--- config.mk ---
export PLATFORM = sky130hd
export DESIGN_NAME = instr_encoder
export DESIGN_NICKNAME = d
export VERILOG_FILES = /design/src/rtl/instr_encoder.sv
export SDC_FILE = /design/constraint.sdc
export NUM_CORES = 1
export LEC_CHECK = 0
export CAP_MARGIN = 10
export CORE_MARGIN = 3
export CORE_UTILIZATION = 30
export DETAILED_ROUTE_END_ITERATION = 8
export PLACE_DENSITY = 0.52
export SLEW_MARGIN = 20
export SYNTH_ARGS = -nofsm -noshare
export SYNTH_HDL_FRONTEND = slang
export SYNTH_SLANG_ARGS = --single-unit
--- constraint.sdc ---
create_clock -name clk -period 7.4 [get_ports clk]
set_input_delay 1.48 -clock clk [delete_from_list [all_inputs] [get_ports clk]]
set_output_delay 1.48 -clock clk [all_outputs]
set_load 0.01 [all_outputs]
--- src/rtl/instr_encoder.sv ---
// instr_encoder: packs decoded RV32I fields into instruction words and queues {word, addr, err} in a small FIFO.
// Optional immediate range checking is enabled by defining ENC_RANGE_CHECK_EN.
module instr_encoder #(
  parameter int DEPTH     = 2,
  parameter int ADDR_STEP = 4
) (
  input  logic                     clk,
  input  logic                     rst_n,
  input  logic                     start,
  input  logic [31:0]              base_addr,
  input  logic                     in_valid,
  output logic                     in_ready,
  input  logic [6:0]               opcode,
  input  logic [4:0]               rd,
  input  logic [4:0]               rs1,
  input  logic [4:0]               rs2,
  input  logic [2:0]               funct3,
  input  logic [6:0]               funct7,
  input  logic [31:0]              immediate,
  output logic                     out_valid,
  input  logic                     out_ready,
  output logic [31:0]              out_instr,
  output logic [31:0]              out_addr,
  output logic                     out_err,
  output logic                     err_sticky,
  output logic [$clog2(DEPTH):0]   level
);

  localparam int AW = $clog2(DEPTH);
  localparam logic [AW-1:0] PTR_ONE = AW'(1);
  localparam logic [AW:0]   CNT_ONE = (AW+1)'(1);

  localparam logic [6:0] OP_R     = 7'b0110011;
  localparam logic [6:0] OP_IMM   = 7'b0010011;
  localparam logic [6:0] OP_LOAD  = 7'b0000011;
  localparam logic [6:0] OP_JALR  = 7'b1100111;
  localparam logic [6:0] OP_STORE = 7'b0100011;
  localparam logic [6:0] OP_BR    = 7'b1100011;
  localparam logic [6:0] OP_LUI   = 7'b0110111;
  localparam logic [6:0] OP_AUIPC = 7'b0010111;
  localparam logic [6:0] OP_JAL   = 7'b1101111;

`ifdef ENC_RANGE_CHECK_EN
  localparam bit RANGE_EN = 1'b1;
`else
  localparam bit RANGE_EN = 1'b0;
`endif

  function automatic logic rng_bad(input logic signed [31:0] v, input logic signed [31:0] lo,
                                   input logic signed [31:0] hi, input logic even);
    return (v < lo) || (v > hi) || (even && v[0]);
  endfunction

  // Returns {err, word}; illegal opcodes become a NOP flagged as an error.
  function automatic logic [32:0] encode(input logic [6:0] op, input logic [4:0] d,
                                         input logic [4:0] s1, input logic [4:0] s2,
                                         input logic [2:0] f3, input logic [6:0] f7,
                                         input logic signed [31:0] imm);
    logic [31:0] w;
    logic        e;
    w = 32'h0000_0013;
    e = 1'b1;
    case (op)
      OP_R: begin
        w = {f7, s2, s1, f3, d, op};
        e = 1'b0;
      end
      OP_IMM, OP_LOAD, OP_JALR: begin
        w = {imm[11:0], s1, f3, d, op};
        e = RANGE_EN && rng_bad(imm, -32'sd2048, 32'sd2047, 1'b0);
      end
      OP_STORE: begin
        w = {imm[11:5], s2, s1, f3, imm[4:0], op};
        e = RANGE_EN && rng_bad(imm, -32'sd2048, 32'sd2047, 1'b0);
      end
      OP_BR: begin
        w = {imm[12], imm[10:5], s2, s1, f3, imm[4:1], imm[11], op};
        e = RANGE_EN && rng_bad(imm, -32'sd4096, 32'sd4094, 1'b1);
      end
      OP_LUI, OP_AUIPC: begin
        w = {imm[31:12], d, op};
        e = RANGE_EN && (imm[11:0] != 12'd0);
      end
      OP_JAL: begin
        w = {imm[20], imm[10:1], imm[11], imm[19:12], d, op};
        e = RANGE_EN && rng_bad(imm, -32'sd1048576, 32'sd1048574, 1'b1);
      end
      default: ;
    endcase
    return {e, w};
  endfunction

  logic [32:0]   enc_p0;
  logic [31:0]   instr_p1 [DEPTH];
  logic [31:0]   addr_p1  [DEPTH];
  logic          err_p1   [DEPTH];
  logic [AW-1:0] wr_ptr, rd_ptr;
  logic [AW:0]   count;
  logic [31:0]   addr_cnt;
  logic          push, pop;

  // Stage p0: combinational packing of the presented field bundle.
  assign enc_p0 = encode(opcode, rd, rs1, rs2, funct3, funct7, $signed(immediate));

  // DEPTH is a power of two, so the count MSB alone marks a full FIFO.
  assign in_ready  = !count[AW] && !start;
  assign out_valid = (count != '0);
  assign push      = in_valid && in_ready;
  assign pop       = out_valid && out_ready;

  always_ff @(posedge clk or negedge rst_n) begin
    if (!rst_n) begin
      wr_ptr     <= '0;
      rd_ptr     <= '0;
      count      <= '0;
      addr_cnt   <= '0;
      err_sticky <= 1'b0;
    end else if (start) begin
      wr_ptr     <= '0;
      rd_ptr     <= '0;
      count      <= '0;
      addr_cnt   <= base_addr;
      err_sticky <= 1'b0;
    end else begin
      if (push) begin
        wr_ptr     <= wr_ptr + PTR_ONE;
        addr_cnt   <= addr_cnt + 32'(ADDR_STEP);
        err_sticky <= err_sticky | enc_p0[32];
      end
      if (pop) rd_ptr <= rd_ptr + PTR_ONE;
      case ({push, pop})
        2'b10:   count <= count + CNT_ONE;
        2'b01:   count <= count - CNT_ONE;
        default: ;
      endcase
    end
  end

  // Stage p1: FIFO storage, written on push only.
  always_ff @(posedge clk) begin
    if (push) begin
      instr_p1[wr_ptr] <= enc_p0[31:0];
      addr_p1[wr_ptr]  <= addr_cnt;
      err_p1[wr_ptr]   <= enc_p0[32];
    end
  end

  assign out_instr = out_valid ? instr_p1[rd_ptr] : '0;
  assign out_addr  = out_valid ? addr_p1[rd_ptr]  : '0;
  assign out_err   = out_valid && err_p1[rd_ptr];
  assign level     = count;

endmodule

# Yosys cells after proc, flatten, opt, wreduce, memory -nomap -nowiden
# Memories as Yosys holds them, arrays and structs flattened.
# Cells that the tools add are included.
# word_totals
memories	3
output_inout_bits	70
register_bits	37
mem_bits_rw	130
word_cells	54
# op_classes
bitwise	1
eq_ne	11
addsub	5
mux	16
n_reduce_logical	13
# memory_table
name	depth	word_bits	read_ports	rd_ports_with_merged_regs	write_ports	line	source
addr_p1	2	32	1	0	1	95	logic [31:0] addr_p1 [DEPTH];
instr_p1	2	32	1	0	1	94	logic [31:0] instr_p1 [DEPTH];
err_p1	2	1	1	0	1	96	logic err_p1 [DEPTH];
# ops
operator	n
32-bit case mux with 6 select lines	1
32-bit 2-to-1 mux	4
32-bit by 3-bit adder with 32-bit output (second input constant)	1
7-bit by 6-bit == test with 1-bit output (second input constant)	3
7-bit == test (second input constant)	3
7-bit by 5-bit == test with 1-bit output (second input constant)	2
1-bit 2-to-1 mux	9
9-bit OR reduction	1
7-bit by 2-bit == test with 1-bit output (second input constant)	1
2-bit nonzero test	3
1-bit logical AND	4
2-bit case mux with 2 select lines	1
3-bit nonzero test	1
3-bit OR reduction	1
1-bit adder (second input constant)	2
2-bit by 1-bit adder with 2-bit output (second input constant)	1
2-bit by 1-bit == test with 1-bit output (second input constant)	1
2-bit == test (second input constant)	1
1-bit logical NOT	2
2-bit 2-to-1 mux	1
2-bit OR reduction	1
2-bit by 1-bit subtractor with 2-bit output (second input constant)	1
1-bit bitwise OR	1

# Depth between registers and ports, before layout
# Gate-level depths: netlist of run 1.
# depth
depth_word	6
mapped_depth	7
ltp_nobuf	5

# Least setup slack after synthesis of run 1
# No wires, ideal clock.
# synth_path
kind	in2reg
start	input port start
end	memory addr_p1[1][0] (enable)
slack_ns	0.219
cell_stages	3
setup_time_ns	0.582
path_buffers	2
required_ns	6.818
arrival_time_ns	6.600
path_cell_list	clkbuf_1 clkbuf_1 nor3b_1
# synth_between
elab_chain_len	5
# synth_rtl
item	line	source
start: declaration	9	input logic start,
1-bit logical NOT	106	assign in_ready = !count[AW] && !start;
1-bit logical AND	106	
1-bit logical AND	108	assign push = in_valid && in_ready;
1-bit 2-to-1 mux	141	if (push) begin
1-bit 2-to-1 mux (implied by the code)	143	addr_p1[wr_ptr] <= addr_cnt;
end: declaration	95	
# No other way between the ends.

# Worst setup path after layout of run 1
# layout_path
start	register rd_ptr
end	output port out_addr[28]
# layout_between
elab_chain_len	2
# layout_rtl
item	line	source
start: declaration	97	logic [AW-1:0] wr_ptr, rd_ptr;
start signal: assignment	130	if (pop) rd_ptr <= rd_ptr + PTR_ONE;
memory read 2 x 32 bit	-	
32-bit 2-to-1 mux	149	assign out_addr = out_valid ? addr_p1[rd_ptr] : '0;
end: declaration	23	output logic [31:0] out_addr,
# No other way between the ends.

==> flow_metrics.env, run 1 <==
export IMPL_status="finished, final reports clean"
export IMPL_cts_resized_gates=0
export IMPL_wirelength_um=19300
export IMPL_rows=57
export IMPL_dieArea_sq_um=27000
export IMPL_layout_setup_ws_ns=3.09
export IMPL_slew_violations=0
export IMPL_top_layer="met5"
export IMPL_place_ws_ns=3.19
export IMPL_relSlewSlack_pct=36.2
export IMPL_final_net_count=858
export IMPL_grt_pass1_vias=5637
export IMPL_leakage_nw=3.56
export IMPL_syn2layout_area_growth_pct=34.6
export IMPL_synthTopCellsByArea="edfxtp_1, dfrtp_1, mux2i_1, nor2_1, xnor2_1"
export IMPL_yosys_area_share_adder_pct=0.166
export IMPL_ios=171
export IMPL_synth_area_per_cell_sq_um=12.7
export IMPL_wl_met2_um=9210
export IMPL_clock_latency_ns=0.42
export IMPL_cp_end_kind="primary output"
export IMPL_portBuffers=170
export IMPL_layout_drive_gt1_share_pct=7.41
export IMPL_final_cell_mix="clkdlybuf4s50_1, edfxtp_1, nor2_1"
export IMPL_grt_pass1_wl_um=30100
export IMPL_crit_fanout=44
export IMPL_die_h_um=164
export IMPL_period_needed_ns=4.31
export IMPL_wl_met1_um=8630
export IMPL_groute_usage_overall_pct=14.5
export IMPL_async_flop_share_pct=22.2
export IMPL_routabilityCongestion=0.770
export IMPL_postSynthCellCount=594
export IMPL_synth_yosys_warnings=0
export IMPL_root_buffer="clkbuf_16"
export IMPL_via_per_inst=4.76
export IMPL_muxShareOfSynthArea_pct=9.39
export IMPL_antennaDiodeCount=0
export IMPL_postCtsHoldBufs=0
export IMPL_synth_compound_area_share_pct=6.78
export IMPL_fin_crit_sh_pct=58.3
export IMPL_drt_iter0_drc=308
export IMPL_synthSimpleGateAreaFrac_pct=12.9
export IMPL_n_fill_cell=2330
export IMPL_final_hold_viol_count=0
export IMPL_synth_top_area_cell="edfxtp_1"
export IMPL_overflow=0
export IMPL_synth_top_area_share_pct=51.9
export IMPL_antenna_found_initial=1
export IMPL_met3_length_um=1170
export IMPL_synth_edf_count=130
export IMPL_grt_max_degree=70
export IMPL_seqCellArea_sq_um=4830
export IMPL_h_tree_depth=4
export IMPL_max_cap_violations=0
export IMPL_coreArea_sq_um=24500
export IMPL_seq_area_frac_synth_pct=64.3
export IMPL_cts_num_sinks=167
export IMPL_worst_slew_pin_transition_ns=0.957
export IMPL_peakVddDrop_mv=0.122
export IMPL_p_per_area_nw_per_um2=229
export IMPL_dieWidth_um=164
export IMPL_cp_data_required_time_ns=5.92
export IMPL_synth_top_family_by_area="simple AND/OR/NAND/NOR gates"
export IMPL_max_freq_mhz=232
export IMPL_finalSetupViolCount=0
export IMPL_finalClockSkew_ns=0.00931
export IMPL_clock_path_buffers=2
export IMPL_drt_pass1_iter_count=5
export IMPL_synth_xor_area_share_pct=3.61
export IMPL_wl_per_cell_um=17.6
export IMPL_ant_nets=0
export IMPL_rsz0062_at_grt="false"
export IMPL_vias=5199
export IMPL_multi_input_area_sq_um=2500
export IMPL_cp_arrival_ns=2.83
export IMPL_hp_class="register to register"
export IMPL_post_cts_buffers=0
export IMPL_dp_hpwl_um=12800
export IMPL_final_common_cell="clkdlybuf4s50_1"
export IMPL_post_synth_num_cell_types=50
export IMPL_startpoint_type="register"
export IMPL_cts_tree="built"
export IMPL_ys_flop_type="edfxtp_1"
export IMPL_worstSetupPathType="register to primary output"
export IMPL_numCtsBuffers=17
export IMPL_finalSetupTns_ns=0
export IMPL_synthesis_area_sq_um=7520
export IMPL_path_clk_slew_ns=0.07
export IMPL_initial_core_util_pct=30.7
export IMPL_ys_ff_latch=167
export IMPL_utilization_pct=41.4
export IMPL_drc=0
[synth_stat cells (all sizes together), types with 2 or more instances]
| cell | count |
|---|---|
| a222oi | 10 |
| clkbuf | 22 |
| dfrtp | 37 |
| o21ai | 35 |
| mux2i | 66 |
| xnor2 | 23 |
| nor3 | 6 |
| inv | 15 |
| mux2 | 4 |
| nor2b | 2 |
| nand3 | 16 |
| buf | 13 |
| and4 | 3 |
| and3 | 7 |
| nand2 | 49 |
| nor2 | 84 |
| a21oi | 11 |
| and2 | 3 |
| nor3b | 3 |
| a22o | 13 |
| xor2 | 8 |
| nand4 | 6 |
| edfxtp | 130 |
| nor4 | 12 |
[per-layer routing]
| layer | vias to the layer above | track usage, % |
|---|---|---|
| met3 | 24 | 3.28 |
| met4 | 2 | 4.31 |
| li1 | 2485 | - |
| met5 | - | 0 |
| met2 | 184 | 24.7 |
| met1 | 2504 | 18.6 |
[worst paths after layout]
kind | start | to | slack (ns) | cells after the start
max reg2reg | level[1] | addr_cnt[31] | 5.19 | 5
max | rd_ptr | out_addr[28] | 3.09 | 4
max in group asynchronous | rst_n | rd_ptr | 5.53 | 1
min | addr_cnt[0] | addr_p1[1][0] | 0.47 | 0
min in group asynchronous | rst_n | addr_cnt[17] | 1.19 | 1
min reg2reg | addr_cnt[0] | addr_p1[1][0] | 0.47 | 0
[worst max-delay path, stage by stage, from the launching register on]
cell and delay (ns):
dfrtp_4 0.71, buf_4 0.73, mux2i_1 0.19, nor2_1 0.19, clkdlybuf4s50_1 0.56
[metrics by stage]
stage               hold WS [ns]  area [sq um]  power (mW)  instances
floorplan                  0.438          7530        1.27        597
global placement           0.449          9520        1.44       1061
detailed placement         0.458          9520        1.45       1061
CTS                        0.474         10100        2.34       1093
global route               0.495         10100        2.42       1093
finish                     0.470         10100        2.31       1093
[state kept, by name (all words and copies together), names as in the netlist]
register	flops
addr_p1	64
instr_p1	64
addr_cnt	32
err_p1	2
level	2
err_sticky	1
rd_ptr	1
wr_ptr	1
[layout make-up]
type,count,share of cell area [%]
timing repair buffer,175,17.1
clock inverter,15,1.66
sequential,167,47.8
clock buffer,17,4.20
tap,324,4.01
inverter,15,0.556
multi-input combinational,380,24.7
[report_power, final]
group / internal (mW) / total [mW] / switching (mW) / leakage, nW
clock network: 0.506 / 0.894 / 0.388 / 0.291
logic: 0.161 / 0.311 / 0.151 / 1.58
registers: 1.07 / 1.11 / 0.0390 / 1.68
[cell families after synthesis]
logic type | Yosys count
AOI/OAI and AO/OA | 77
buffers and inverters | 50
other | 1
xor gates and xnor gates | 31
DFF | 167
muxes | 70
adders and majority gates | 1
and+or+nand+nor | 197
No activity file was read; power rests on OpenSTA's default activity.
==> run 2, diff against run 1 <==
==> constraint.sdc (replaced) <==
create_clock -name clk -period 4.3 [get_ports clk]
set_input_delay 0.86 -clock clk [delete_from_list [all_inputs] [get_ports clk]]
set_output_delay 0.86 -clock clk [all_outputs]
set_load 0.01 [all_outputs]
==> flow_metrics.env, run 2 (synthesized netlist as in run 1, its figures left out) <==
export IMPL_post_cts_buffers=0
export IMPL_grt_pass1_wl_um=31200
export IMPL_use_met1_pct=20.4
export IMPL_power_mw=3.98
export IMPL_combinationalPowerShare_pct=13.8
export IMPL_cp_data_required_time_ns=3.44
export IMPL_h_tree_depth=4
export IMPL_antennaDiodeCount=0
export IMPL_slew_violations=0
export IMPL_max_freq_mhz=300
export IMPL_drt_iter0_drc=408
export IMPL_p_int_mw=2.95
export IMPL_syn2layout_area_growth_pct=35.4
export IMPL_ios=171
export IMPL_hp_class="register to register"
export IMPL_vias=5310
export IMPL_p_per_area_nw_per_um2=391
export IMPL_wirelength_um=20100
export IMPL_n_fill_cell=2291
export IMPL_grtUsageMet2_pct=24.4
export IMPL_utilization_pct=41.6
export IMPL_worstSetupPathType="register to primary output"
export IMPL_grt_pass1_vias=5486
export IMPL_crit_fanout=28
export IMPL_routabilityCongestion=0.833
export IMPL_finalClockSkew_ns=0.0110
export IMPL_drt_pass1_iter_count=7
export IMPL_leakage_nw=3.59
export IMPL_ant_nets=0
export IMPL_portBuffers=170
export IMPL_cts_num_sinks=167
export IMPL_final_hold_viol_count=0
export IMPL_p_seq_share_pct=48.0
export IMPL_multi_input_area_sq_um=2510
export IMPL_pwr_share_clk_pct=38.2
export IMPL_max_cap_violations=0
export IMPL_dieWidth_um=164
export IMPL_initial_core_util_pct=30.7
export IMPL_use_met3_pct=3.33
export IMPL_fin_crit_sh_pct=77.4
export IMPL_gr_max_usage_layer="met2"
export IMPL_drc=0
export IMPL_rsz0062_at_grt="false"
export IMPL_grt_max_degree=69
export IMPL_cts_tree="built"
export IMPL_switching_share_pct=25.9
export IMPL_clock_path_buffers=2
export IMPL_relSlewSlack_pct=37.3
export IMPL_worst_slew_pin_transition_ns=0.941
export IMPL_postLayoutCellArea_sq_um=10200
export IMPL_finalSetupTns_ns=0
export IMPL_path_clk_slew_ns=0.07
export IMPL_peakVddDrop_mv=0.234
export IMPL_groute_usage_overall_pct=15.1
export IMPL_dp_hpwl_um=13700
export IMPL_final_common_cell="clkdlybuf4s50_1"
export IMPL_via_per_inst=4.84
export IMPL_period_needed_ns=3.33
export IMPL_dpl_cell_area_sq_um=9590
export IMPL_final_net_count=863
export IMPL_cp_arrival_ns=2.47
export IMPL_seqCellArea_sq_um=4830
export IMPL_dieArea_sq_um=27000
export IMPL_cp_end_kind="primary output"
export IMPL_die_h_um=164
export IMPL_finalSetupViolCount=0
export IMPL_wl_per_cell_um=18.3
export IMPL_layout_drive_gt1_share_pct=8.01
export IMPL_antenna_found_initial=1
export IMPL_top_regs="addr_p1: 64 flops, instr_p1: 64 flops, addr_cnt: 32 flops"
export IMPL_rows=57
export IMPL_coreArea_sq_um=24500
export IMPL_root_buffer="clkbuf_16"
export IMPL_clock_latency_ns=0.42
export IMPL_final_cell_mix="clkdlybuf4s50_1, edfxtp_1, nor2_1"
export IMPL_status="finished, final reports clean"
export IMPL_numCtsBuffers=17
export IMPL_postCtsHoldBufs=0
export IMPL_overflow=0
export IMPL_startpoint_type="register"
export IMPL_p_switching_mw=1.03
export IMPL_cts_resized_gates=0
run 2: changes by cell type in the layout (fill, tap and decap cells not counted), sizes merged:
cell | before | now
inv | 21 | 24
buf | 7 | 12
bufinv | 2 | 1
clkinv | 6 | 4
run 2: worst paths after layout:
kind | from | depth (start not counted) | to | slack [ns]
min reg2reg | addr_cnt[0] | 0 | addr_p1[1][0] | 0.48
max reg2reg | level[1] | 5 | addr_cnt[31] | 2.19
min in group asynchronous | rst_n | 1 | addr_cnt[17] | 0.57
max in group asynchronous | rst_n | 1 | rd_ptr | 3.02
max | rd_ptr | 4 | out_addr[15] | 0.97
min | addr_cnt[0] | 0 | addr_p1[1][0] | 0.48
run 2: cell type report:
class                           instances  area share, %
Clock buffer                           17           4.18
Clock inverter                         15           1.60
Inverter                               15          0.553
Multi-Input combinational cell        380           24.7
Sequential cell                       167           47.5
Tap cell                              324           3.98
Timing Repair Buffer                  180           17.5
run 2: power by group through the flow:
stage	clock network, mW	logic, mW	registers (mW)
final	1.52	0.548	1.91
after global routing	1.64	0.599	1.92
after CTS	1.57	0.559	1.91
after detailed placement	0	0.555	1.95
after global placement	0	0.552	1.94
after floorplan	0	0.269	1.92
run 2: per-layer routing:
| layer | vias to the layer above | wire length (um) |
|---|---|---|
| met4 | 2 | 314 |
| li1 | 2507 | - |
| met3 | 24 | 1330 |
| met5 | - | 20 |
| met1 | 2578 | 9150 |
| met2 | 199 | 9230 |
run 2: critical path, stage by stage, from the launching register on:
cell             delay (ns)
dfrtp_4                0.78
buf_4                  0.39
mux2i_1                0.29
nor2_1                 0.07
clkdlybuf4s50_1        0.51
run 2: per-stage QoR:
stage / hold slack, ns / cells / setup WS (ns)
CTS: 0.486 / 1098 / 0.914
detailed placement: 0.467 / 1066 / 1.17
floorplan: 0.438 / 597 / 0.0407
finish: 0.476 / 1098 / 0.972
global placement: 0.450 / 1066 / 1.34
global route: 0.497 / 1098 / 0.808
